## config.mk

```make
export PLATFORM = sky130hd
export DESIGN_NAME = max_event_fifo
export DESIGN_NICKNAME = d
export VERILOG_FILES = /design/src/rtl/max_event_fifo.sv
export SDC_FILE = /design/constraint.sdc
export NUM_CORES = 1
export LEC_CHECK = 0
export ABC_AREA = 1
export CORE_MARGIN = 2
export CORE_UTILIZATION = 46
export CTS_CLUSTER_DIAMETER = 200
export CTS_CLUSTER_SIZE = 24
export DETAILED_ROUTE_END_ITERATION = 16
export GPL_TIMING_DRIVEN = 0
export PLACE_DENSITY = 0.85
export SYNTH_ARGS = -nofsm -noshare
export SYNTH_HDL_FRONTEND = slang
export SYNTH_SLANG_ARGS = --single-unit
export TNS_END_PERCENT = 100
```

## constraint.sdc

```tcl
create_clock -name clock -period 1.6 [get_ports clock]
set_clock_uncertainty 0.1 [all_clocks]
set_input_delay 0.32 -clock clock [delete_from_list [all_inputs] [get_ports clock]]
set_output_delay 0.32 -clock clock [all_outputs]
set_load 0.05 [all_outputs]
```

## src/rtl/max_event_fifo.sv

```systemverilog
// Change detector on an upstream running maximum feeding a first-word-fall-through event FIFO.
// Optional macro MAX_EVENT_TIMESTAMP_EN builds the cycle counter and per-event timestamp storage.
module max_event_fifo #(
  parameter int data_width = 3,
  parameter int depth      = 4,
  parameter int ts_width   = 16
) (
  input  logic                    clock,
  input  logic                    reset,
  input  logic [data_width-1:0]   max_in,
  input  logic                    event_ready,
  output logic                    event_valid,
  output logic [data_width-1:0]   event_data,
  output logic [ts_width-1:0]     event_time,
  output logic [$clog2(depth):0]  fifo_level,
  output logic [7:0]              drop_count
);
  localparam int AW = $clog2(depth);
  localparam logic [AW:0] FULL_LEVEL = (AW+1)'(depth);

  function automatic logic [7:0] sat_inc(input logic [7:0] v);
    return (v == 8'hFF) ? v : v + 8'd1;
  endfunction

  logic [data_width-1:0] prev_max;
  logic [AW-1:0]         wr_ptr;
  logic [AW-1:0]         rd_ptr;
  logic [data_width-1:0] data_mem [depth];
  logic [AW:0]           level_nxt;
  logic                  is_event;
  logic                  full;
  logic                  pop;
  logic                  push;
  logic                  drop;

  assign is_event = (max_in != prev_max);
  assign full     = (fifo_level == FULL_LEVEL);
  assign pop      = event_valid && event_ready;
  // A full FIFO still accepts the event when the head leaves on the same edge.
  assign push     = is_event && (!full || pop);
  assign drop     = is_event && full && !pop;

  always_comb begin
    level_nxt = fifo_level;
    if (push && !pop)
      level_nxt = fifo_level + (AW+1)'(1);
    else if (pop && !push)
      level_nxt = fifo_level - (AW+1)'(1);
  end

  // Control state: reference value, pointers, occupancy, drop statistics.
  always_ff @(posedge clock) begin
    if (reset) begin
      prev_max    <= '0;
      wr_ptr      <= '0;
      rd_ptr      <= '0;
      fifo_level  <= '0;
      event_valid <= 1'b0;
      drop_count  <= '0;
    end else begin
      prev_max    <= max_in;
      fifo_level  <= level_nxt;
      event_valid <= (level_nxt != '0);
      if (push)
        wr_ptr <= wr_ptr + AW'(1);
      if (pop)
        rd_ptr <= rd_ptr + AW'(1);
      if (drop)
        drop_count <= sat_inc(drop_count);
    end
  end

  // Storage is written only, never reset; the head is read straight out.
  always_ff @(posedge clock) begin
    if (push && !reset)
      data_mem[wr_ptr] <= max_in;
  end

  assign event_data = data_mem[rd_ptr];

`ifdef MAX_EVENT_TIMESTAMP_EN
  logic [ts_width-1:0] cycle_cnt;
  logic [ts_width-1:0] time_mem [depth];

  always_ff @(posedge clock) begin
    if (reset)
      cycle_cnt <= '0;
    else
      cycle_cnt <= cycle_cnt + ts_width'(1);
  end

  // The stored stamp is the count before this edge's increment.
  always_ff @(posedge clock) begin
    if (push && !reset)
      time_mem[wr_ptr] <= cycle_cnt;
  end

  assign event_time = time_mem[rd_ptr];
`else
  assign event_time = '0;
`endif

endmodule
```

==> summary.txt, run 1 <==
Outcome
  • Outcome: finished clean

Critical path
  • Slowest cell on crit path: dfxtp_4
  • Crit path max fanout: 7
  • Critical Path Start Type: register
  • WS Path Type: reg -> out
  • Worst path buffer plus inverter count: 1
  • Crit-path cells: o21ai_0 -> o22ai_2 -> buf_4
  • Crit path required time: roughly 1.2 ns
  • Crit-path leading delay family: flip-flops
  • Arrival @ worst endpoint: about 1.2 ns
  • Crit-path max cell delay: roughly 0.37 ns
  • Worst setup EP type: primary output

Floorplanning
  • Io pins: 37
  • Die X: ~66 um
  • DIE AREA: about 4400 um2
  • Core area: 3690 um2
  • Row count: 22
  • Initial Utilization: about half
  • Die height: roughly 66 um

Timing
  • Worst-Margin Slew: 0.667 ns
  • Final setup viols: 0
  • Slew Limit Headroom: a little under three fifths
  • Setup repair after global routing missed its margin: yes
  • Final Max Tran Viols: 0
  • Max Fclk: 633 MHz
  • Minimum clock period: roughly 1.6 ns
  • Final critical-path share of the clock period: between 90% and 100%
  • Count of final hold-check violations: 0
  • Setup tns final: 0 ns

Logic synthesis
  • Mux share of post-synthesis cell area: 0%
  • Synthesized cell area: 1770 um2
  • Synth Area in Adders: 5.64%
  • Yosys reg bits: 33
  • Post-synthesis compound-gate area fraction: between 9 and 10%
  • Distinct cells, synth: 29
  • Cells after synthesis: 195
  • Synth Area in XOR/XNOR: 5.36%
  • Register area share after synthesis: between 40% and 50%
  • Synthesized area per cell: 9.10 um2
  • Post-synthesis simple-gate area fraction: about 22%
  • Largest family of logic cells by synthesized area: simple AND/OR/NAND/NOR gates
  • Synth Warn #: 0

Route
  • WL final: ~3300 um
  • Vias: roughly 1,300
  • DR iter-0 viols: 24
  • Drt via density: approximately 4.6
  • Final ANT Viol Nets: 0
  • Wire per inst: between 10 and 15 um
  • Residual DRC: 0
  • First-pass DRT Iterations: 5

Layout
  • Fillers: between 300 and 400
  • Area grow syn2layout: 31.5%
  • Commonest cells after routing, fill and taps aside: 28 x nand2_1, 22 x buf_4, 20 x inv_1
  • Final cell count without fillers: 291
  • Design Area, Final: approximately 2300 um2
  • # diodes: 0
  • Commonest non-fill, non-tap cell in the layout: nand2_1
  • Share of cells above drive strength 1: around two fifths
  • Nets: ~260

Placement
  • Placed inst area: approximately 2100 um2
  • HPWL after DPL: about 2300 um
  • Placed Cells: about 280
  • Placer congestion estimate: about 0.84
  • I/O Buffers: 20

Clock network
  • CTS tree: built
  • H-tree depth: 2
  • TritonCTS buffer count: 5
  • Clock buffer depth: 2
  • Clock Latency Late Sink: 0.28 ns
  • Worst-path clk slew: 0.06 ns
  • Root Buffer: clkbuf_8
  • # clock sinks: 33
  • Hold_buf cts: 0

Global route
  • Initial antenna violation count: 0
  • GRT overflow: 0
  • First-pass GRT wire length: between 5000 and 6000 um
  • Largest net degree at the start of global routing: 11
  • Vias in the first global route: ~1,200
  • Tot GR Track Use: between 15 and 20%

Power and ir drop
  • Total power: 2850 uW
  • Peak VDD IR: around 0.61 mV
  • PwrDens: 1220 nW/um2
  • LEAKAGE: between 0.001 and 0.0015 uW

Worst hold path
  • Hold crit path type: in -> reg

Run
  • Max-Cap Viols: 0
## power by group
part	leakage, uW	internal (uW)	switching [uW]	total [uW]
Combinational	0.000696	332	699	1030
Sequential	0.000288	992	79.2	1070
Clock	0.0000528	459	287	746
Total	0.00104	1780	1070	2850
## synthesized netlist by cell type (all sizes together)
library cell  number  area (um2)
inv               25         101
o21ai             11        55.1
nand4              5        37.5
conb               1        3.75
buf               16         120
nor3               1        5.00
nand3             10        95.1
xnor2              3        33.8
nor2              19        78.8
dfxtp             21         420
nand2             40         180
ha                 8         100
o22ai              3        18.8
a31oi              1        21.3
edfxtp            12         360
a21oi             11        77.6
clkbuf             1        3.75
xor2               7        61.3
## worst register-to-register path, cell delays in order, from the launching register on
cell and delay, ns:
dfxtp_4 0.35, inv_1 0.08, ha_4 0.17, nand3_4 0.12, nand2_4 0.09, inv_4 0.08
nand2_4 0.09, nor2_4 0.17
## cells by family after synthesis
kind of cell / after synthesis
DFF: 33
xor gates and xnor gates: 10
other: 1
adders and majority gates: 8
AOI/OAI and AO/OA: 26
buffers and inverters: 42
and+or+nand+nor: 75
## per-layer routing
layer	wire length, um	track usage (%)	up-vias
met5	0	0	-
met4	78	9.18	0
met3	159	4.60	7
met2	1720	28.9	29
met1	1360	16.9	599
li1	-	-	694
## flip-flops by register name, indices dropped and copies added, names as in the netlist, named ones only
signal       flops
rd_ptr           2
data_mem        12
event_valid      1
fifo_level       3
drop_count       8
prev_max         3
wr_ptr           2
## what timing repair did
action	in CTS	in global routing
setup buffers	0	4
setup endpoints to repair	41	27
pin swaps	0	6
gates cloned	0	1
resized for setup	58	22
## cell type report
cell class,instances,area [um2],share of cell area [%]
Sequential cell,33,808,34.6
Clock buffer,6,72.6,3.11
Multi-Input combinational cell,136,910,39.0
Timing Repair Buffer,24,219,9.38
Buffer,17,124,5.31
Tap cell,48,60.1,2.57
Inverter,25,106,4.56
Clock inverter,2,33.8,1.45
## path summary, 6_finish.rpt
kind | start | end | slack [ns] | cells past startpoint
worst max-delay path | register | event_data[1] | 0.02 | 3
worst min-delay path | max_in[0] | prev_max[0]$_SDFF_PP0_ | 0.22 | 3
worst max register to register | fifo_level[1]$_SDFF_PP0_ | data_mem[2][1]$_DFFE_PP_ | 0.07 | 7
worst min register to register | rd_ptr[0]$_SDFFE_PP0P_ | rd_ptr[0]$_SDFFE_PP0P_ | 0.39 | 1
## metrics by stage
step | hold WS [ns] | util [%] | setup WS, ns
floorplan | 0.319 | - | 0.00821
global placement | 0.359 | 58.2 | -0.635
detailed placement | 0.365 | 58.2 | -0.666
global route | 0.246 | 63.3 | -0.0286
finish | 0.221 | 63.3 | 0.0205
CTS | 0.317 | 61.1 | -0.0258
Note: power is estimated with default switching activity, not from simulation.
==> run 2, diff against run 1 <==
--- a/config.mk
+++ b/config.mk
@@ -5,14 +5,13 @@
 export SDC_FILE = /design/constraint.sdc
 export NUM_CORES = 1
 export LEC_CHECK = 0
-export ABC_AREA = 1
 export CORE_MARGIN = 2
-export CORE_UTILIZATION = 46
+export CORE_UTILIZATION = 45
 export CTS_CLUSTER_DIAMETER = 200
 export CTS_CLUSTER_SIZE = 24
 export DETAILED_ROUTE_END_ITERATION = 16
 export GPL_TIMING_DRIVEN = 0
-export PLACE_DENSITY = 0.85
+export PLACE_DENSITY = 0.84
 export SYNTH_ARGS = -nofsm -noshare
 export SYNTH_HDL_FRONTEND = slang
 export SYNTH_SLANG_ARGS = --single-unit
==> summary.txt, run 2 <==
Timing
  • Final worst setup slack: -0.186 ns (-0.206 ns)
  • Setup tns final: -2.27 ns (-2.27 ns)
  • Worst-Margin Slew: 0.515 ns (-0.152 ns)
  • Final critical-path share of the clock period: 112% (+13 points)
  • Final Max Tran Viols: 0 (unchanged)
  • Count of final hold-check violations: 0 (unchanged)
  • Minimum clock period: 1.79 ns (+0.206 ns)
  • Max Fclk: 560 MHz (-12%)
  • Final setup viols: 21 (+21)
  • Slew Limit Headroom: 65.7% (+10 points)
  • Setup repair after global routing missed its margin: yes

Critical path
  • R2R Setup Slk: -0.19 ns (-0.26 ns)
  • Slowest cell on crit path: dfxtp_4
  • WS Path Type: reg -> reg
  • Cell count of the worst reg-to-reg path: 7 (unchanged)
  • Crit path required time: 1.68 ns (+0.50 ns)
  • Reg2reg end: event_valid$_SDFF_PP0_
  • Crit-path cells: inv_4 -> ha_4 -> and2_4 -> a311oi_4 -> buf_4 -> o32ai_4 -> o31a_1
  • Crit path max fanout: 4 (-3)
  • Arrival @ worst endpoint: 1.87 ns (+0.71 ns)
  • Worst setup EP type: register
  • Critical Path Start Type: register
  • Reg2Reg Launch Point: fifo_level[0]$_SDFF_PP0_
  • Crit-path max cell delay: 0.38 ns (about the same)

Logic synthesis
  • Post-synthesis compound-gate area fraction: 5.14% (-4.6 points)
  • Yosys reg bits: 33 (unchanged)
  • Mux share of post-synthesis cell area: 5.29% (+5.3 points)
  • Synthesized cell area: 1660 um2 (-6.7%)
  • Most frequently used flop master after synthesis: dfxtp_1
  • Top cell type by total area after synthesis: dfxtp_1
  • Synth top area cells: dfxtp_1 25%, edfxtp_1 22%, buf_4 7.3%, ha_1 6.0%, mux4_2 4.1%
  • Asr flop ratio synth: 0% (unchanged)
  • Synth Area in XOR/XNOR: 8.77% (+3.4 points)
  • Register area share after synthesis: 47.2% (+3.2 points)
  • Synth Warn #: 0 (unchanged)
  • Top cell type's share of synthesized area: 25.4% (+1.7 points)
  • Post-synthesis simple-gate area fraction: 17.4% (-5.0 points)
  • Largest family of logic cells by synthesized area: simple AND/OR/NAND/NOR gates
  • Most instantiated library cell after synthesis: dfxtp_1
  • EDFF count, synth: 12 (unchanged)
  • Synthesized area per cell: 11.2 um2 (+23%)
  • Most common library cells after synthesis: 21 x dfxtp_1, 16 x buf_4, 13 x nor2_1
  • Synth Area in Adders: 6.05% (+0.41 points)
  • Cells after synthesis: 148 (-24%)
  • Distinct cells, synth: 31 (+6.9%)

Layout
  • Commonest cells after routing, fill and taps aside: 31 x buf_4, 16 x conb_1, 12 x nor2_1, 12 x edfxtp_1, 9 x dfxtp_2
  • Max reg flops: 12 (unchanged)
  • Area grow syn2layout: 46.9%
  • Nets: 219 (-14%)
  • Share of cells above drive strength 1: 51.0% (+12 points)
  • # diodes: 0 (unchanged)
  • Design Area, Final: 2430 um2 (+4.2%)
  • Top Registers: data_mem x12, drop_count x8
  • Most flop-heavy register: data_mem
  • Commonest non-fill, non-tap cell in the layout: buf_4

Route
  • Max Used Layer: met4
  • Vias: 1,196 (-10%)
  • Met3 WL: 170 um (+6.9%)
  • Drt via density: 4.71 (+3.1%)
  • Residual DRC: 0 (unchanged)
  • DR iter-0 viols: 35 (+46%)
  • Met2 wire len: 1880 um (+9.5%)
  • First-pass DRT Iterations: 4 (-1)
  • WL final: 3470 um (+4.6%)
  • Final ANT Viol Nets: 0 (unchanged)
  • M1 WL: 1360 um (-0.37%)
  • Wire per inst: 13.7 um (+20%)

Global route
  • GRT overflow: 0 (unchanged)
  • Vias in the first global route: 1,059 (-14%)
  • Largest net degree at the start of global routing: 13 (+2)
  • Initial antenna violation count: 0 (unchanged)
  • Tot GR Track Use: 15.3% (-0.93 points)
  • First-pass GRT wire length: 4800 um (-8.7%)

Clock network
  • Clock buffer depth: 2 (unchanged)
  • Root Buffer: clkbuf_8
  • CTS tree: built
  • Clock Latency Late Sink: 0.29 ns (about the same)
  • Worst-path clk slew: 0.07 ns (about the same)
  • TritonCTS buffer count: 5 (unchanged)
  • H-tree depth: 2 (unchanged)
  • # clock sinks: 33 (unchanged)

Power and ir drop
  • Peak VDD IR: 1.37 mV (+130%)
  • PwrDens: 1360 nW/um2 (+12%)
  • LEAKAGE: 0.000984 uW (-5.1%)

Worst hold path
  • WHS Path Cells: 1 (-2)
  • Hold crit path type: in -> reg
  • Hold Path Sink: data_mem[2][0]$_DFFE_PP_
  • Hold Path Origin: max_in[0]

Placement
  • Placer congestion estimate: 0.763 (-8.7%)
  • I/O Buffers: 19 (-5.0%)
  • Placed inst area: 2030 um2 (-5.2%)
  • HPWL after DPL: 1990 um (-14%)

Floorplanning
  • Initial Utilization: 45.9% (-2.2 points)
  • Die X: 64.7 um (-2.2%)
  • DIE AREA: 4180 um2 (-4.4%)
  • Die height: 64.7 um (-2.2%)
  • Row count: 22 (unchanged)
  • Io pins: 37 (unchanged)
  • Core area: 3610 um2 (-2.2%)

Outcome
  • Outcome: finished, violations left
  • Failing checks: setup timing

Run
  • Max-Cap Viols: 0 (unchanged)
run 2: changes by cell type in the layout (fill, tap and decap cells not counted), moves of 4 or more:
cell | previous run | this run
buf_6 | 1 | 6
clkbuf_2 | 2 | 7
inv_1 | 20 | 4
and2_4 | 0 | 6
xnor2_1 | 2 | 6
nor2_4 | 5 | 1
nand2_2 | 10 | 0
buf_4 | 22 | 31
o21ai_0 | 6 | 1
a21oi_2 | 6 | 1
o21ai_1 | 5 | 0
nand2_1 | 28 | 6
run 2: power by group:
group | internal (uW) | total [uW] | switching (uW)
Sequential | 1010 | 1110 | 99.3
Combinational | 610 | 1430 | 821
Clock | 465 | 778 | 313
Total | 2090 | 3320 | 1230
run 2: cell families (layout without fill, tap and decap cells):
logic type                 Yosys count  after routing
buffers and inverters               26             69
DFF                                 33             33
AOI/OAI and AO/OA                   11             11
and+or+nand+nor                     50             50
muxes                                5              5
adders and majority gates            8              8
xor gates and xnor gates            14             14
other                                1             16
run 2: area by class of cell:
| class | instances | area, um2 |
|---|---|---|
| sequential | 33 | 811 |
| inverter | 6 | 27.5 |
| clock buffer | 5 | 68.8 |
| tap | 48 | 60.1 |
| fill | 264 | 1170 |
| buffer | 18 | 128 |
| clock inverter | 3 | 46.3 |
| timing repair buffer | 37 | 314 |
| multi-input combinational | 104 | 977 |
run 2: critical path: cells and delay by family (launching register included):
kind	cells	cell delay, ns
buffers and inverters	2	0.23
adder cells (fa/ha/maj)	1	0.16
AO/OA/AOI/OAI	3	0.64
AND/OR/NAND/NOR	1	0.18
flip-flops	1	0.38
run 2: what timing repair did:
action | CTS | global route
pin swaps | 8 | 22
setup endpoints to repair | 41 | 34
hold buffers | 0 | 0
buffers inserted | 9 | 9
gates resized for setup | 62 | 36
run 2: stage by stage:
stage / hold WS (ns) / total power [uW] / util [%] / setup slack (ns) / std cells
floorplan: 0.319 / 1960 / - / -0.128 / 163
global placement: 0.387 / 2180 / 56.4 / -0.719 / 230
detailed placement: 0.389 / 2200 / 56.4 / -0.735 / 230
CTS: 0.307 / 3060 / 62.4 / -0.180 / 246
global route: 0.359 / 3470 / 67.5 / -0.242 / 254
finish: 0.344 / 3320 / 67.5 / -0.186 / 254
run 2: worst max path at each step:
stage	startpoint	end	slack, ns	cells past startpoint
finish	fifo_level[0]$_SDFF_PP0_	event_valid$_SDFF_PP0_	-0.19	7
global route	fifo_level[0]$_SDFF_PP0_	drop_count[3]$_SDFFE_PP0P_	-0.24	7
CTS	register	event_data[2]	-0.18	2
detailed placement	max_in[1]	event_valid$_SDFF_PP0_	-0.74	7
global placement	max_in[1]	event_valid$_SDFF_PP0_	-0.72	7
floorplan	fifo_level[1]$_SDFF_PP0_	event_valid$_SDFF_PP0_	-0.13	7
run 2: per-layer routing:
layer	vias to the layer above	track usage (%)
met5	-	0
met4	0	6.38
met3	6	4.69
met2	34	26.0
met1	560	17.8
li1	596	-
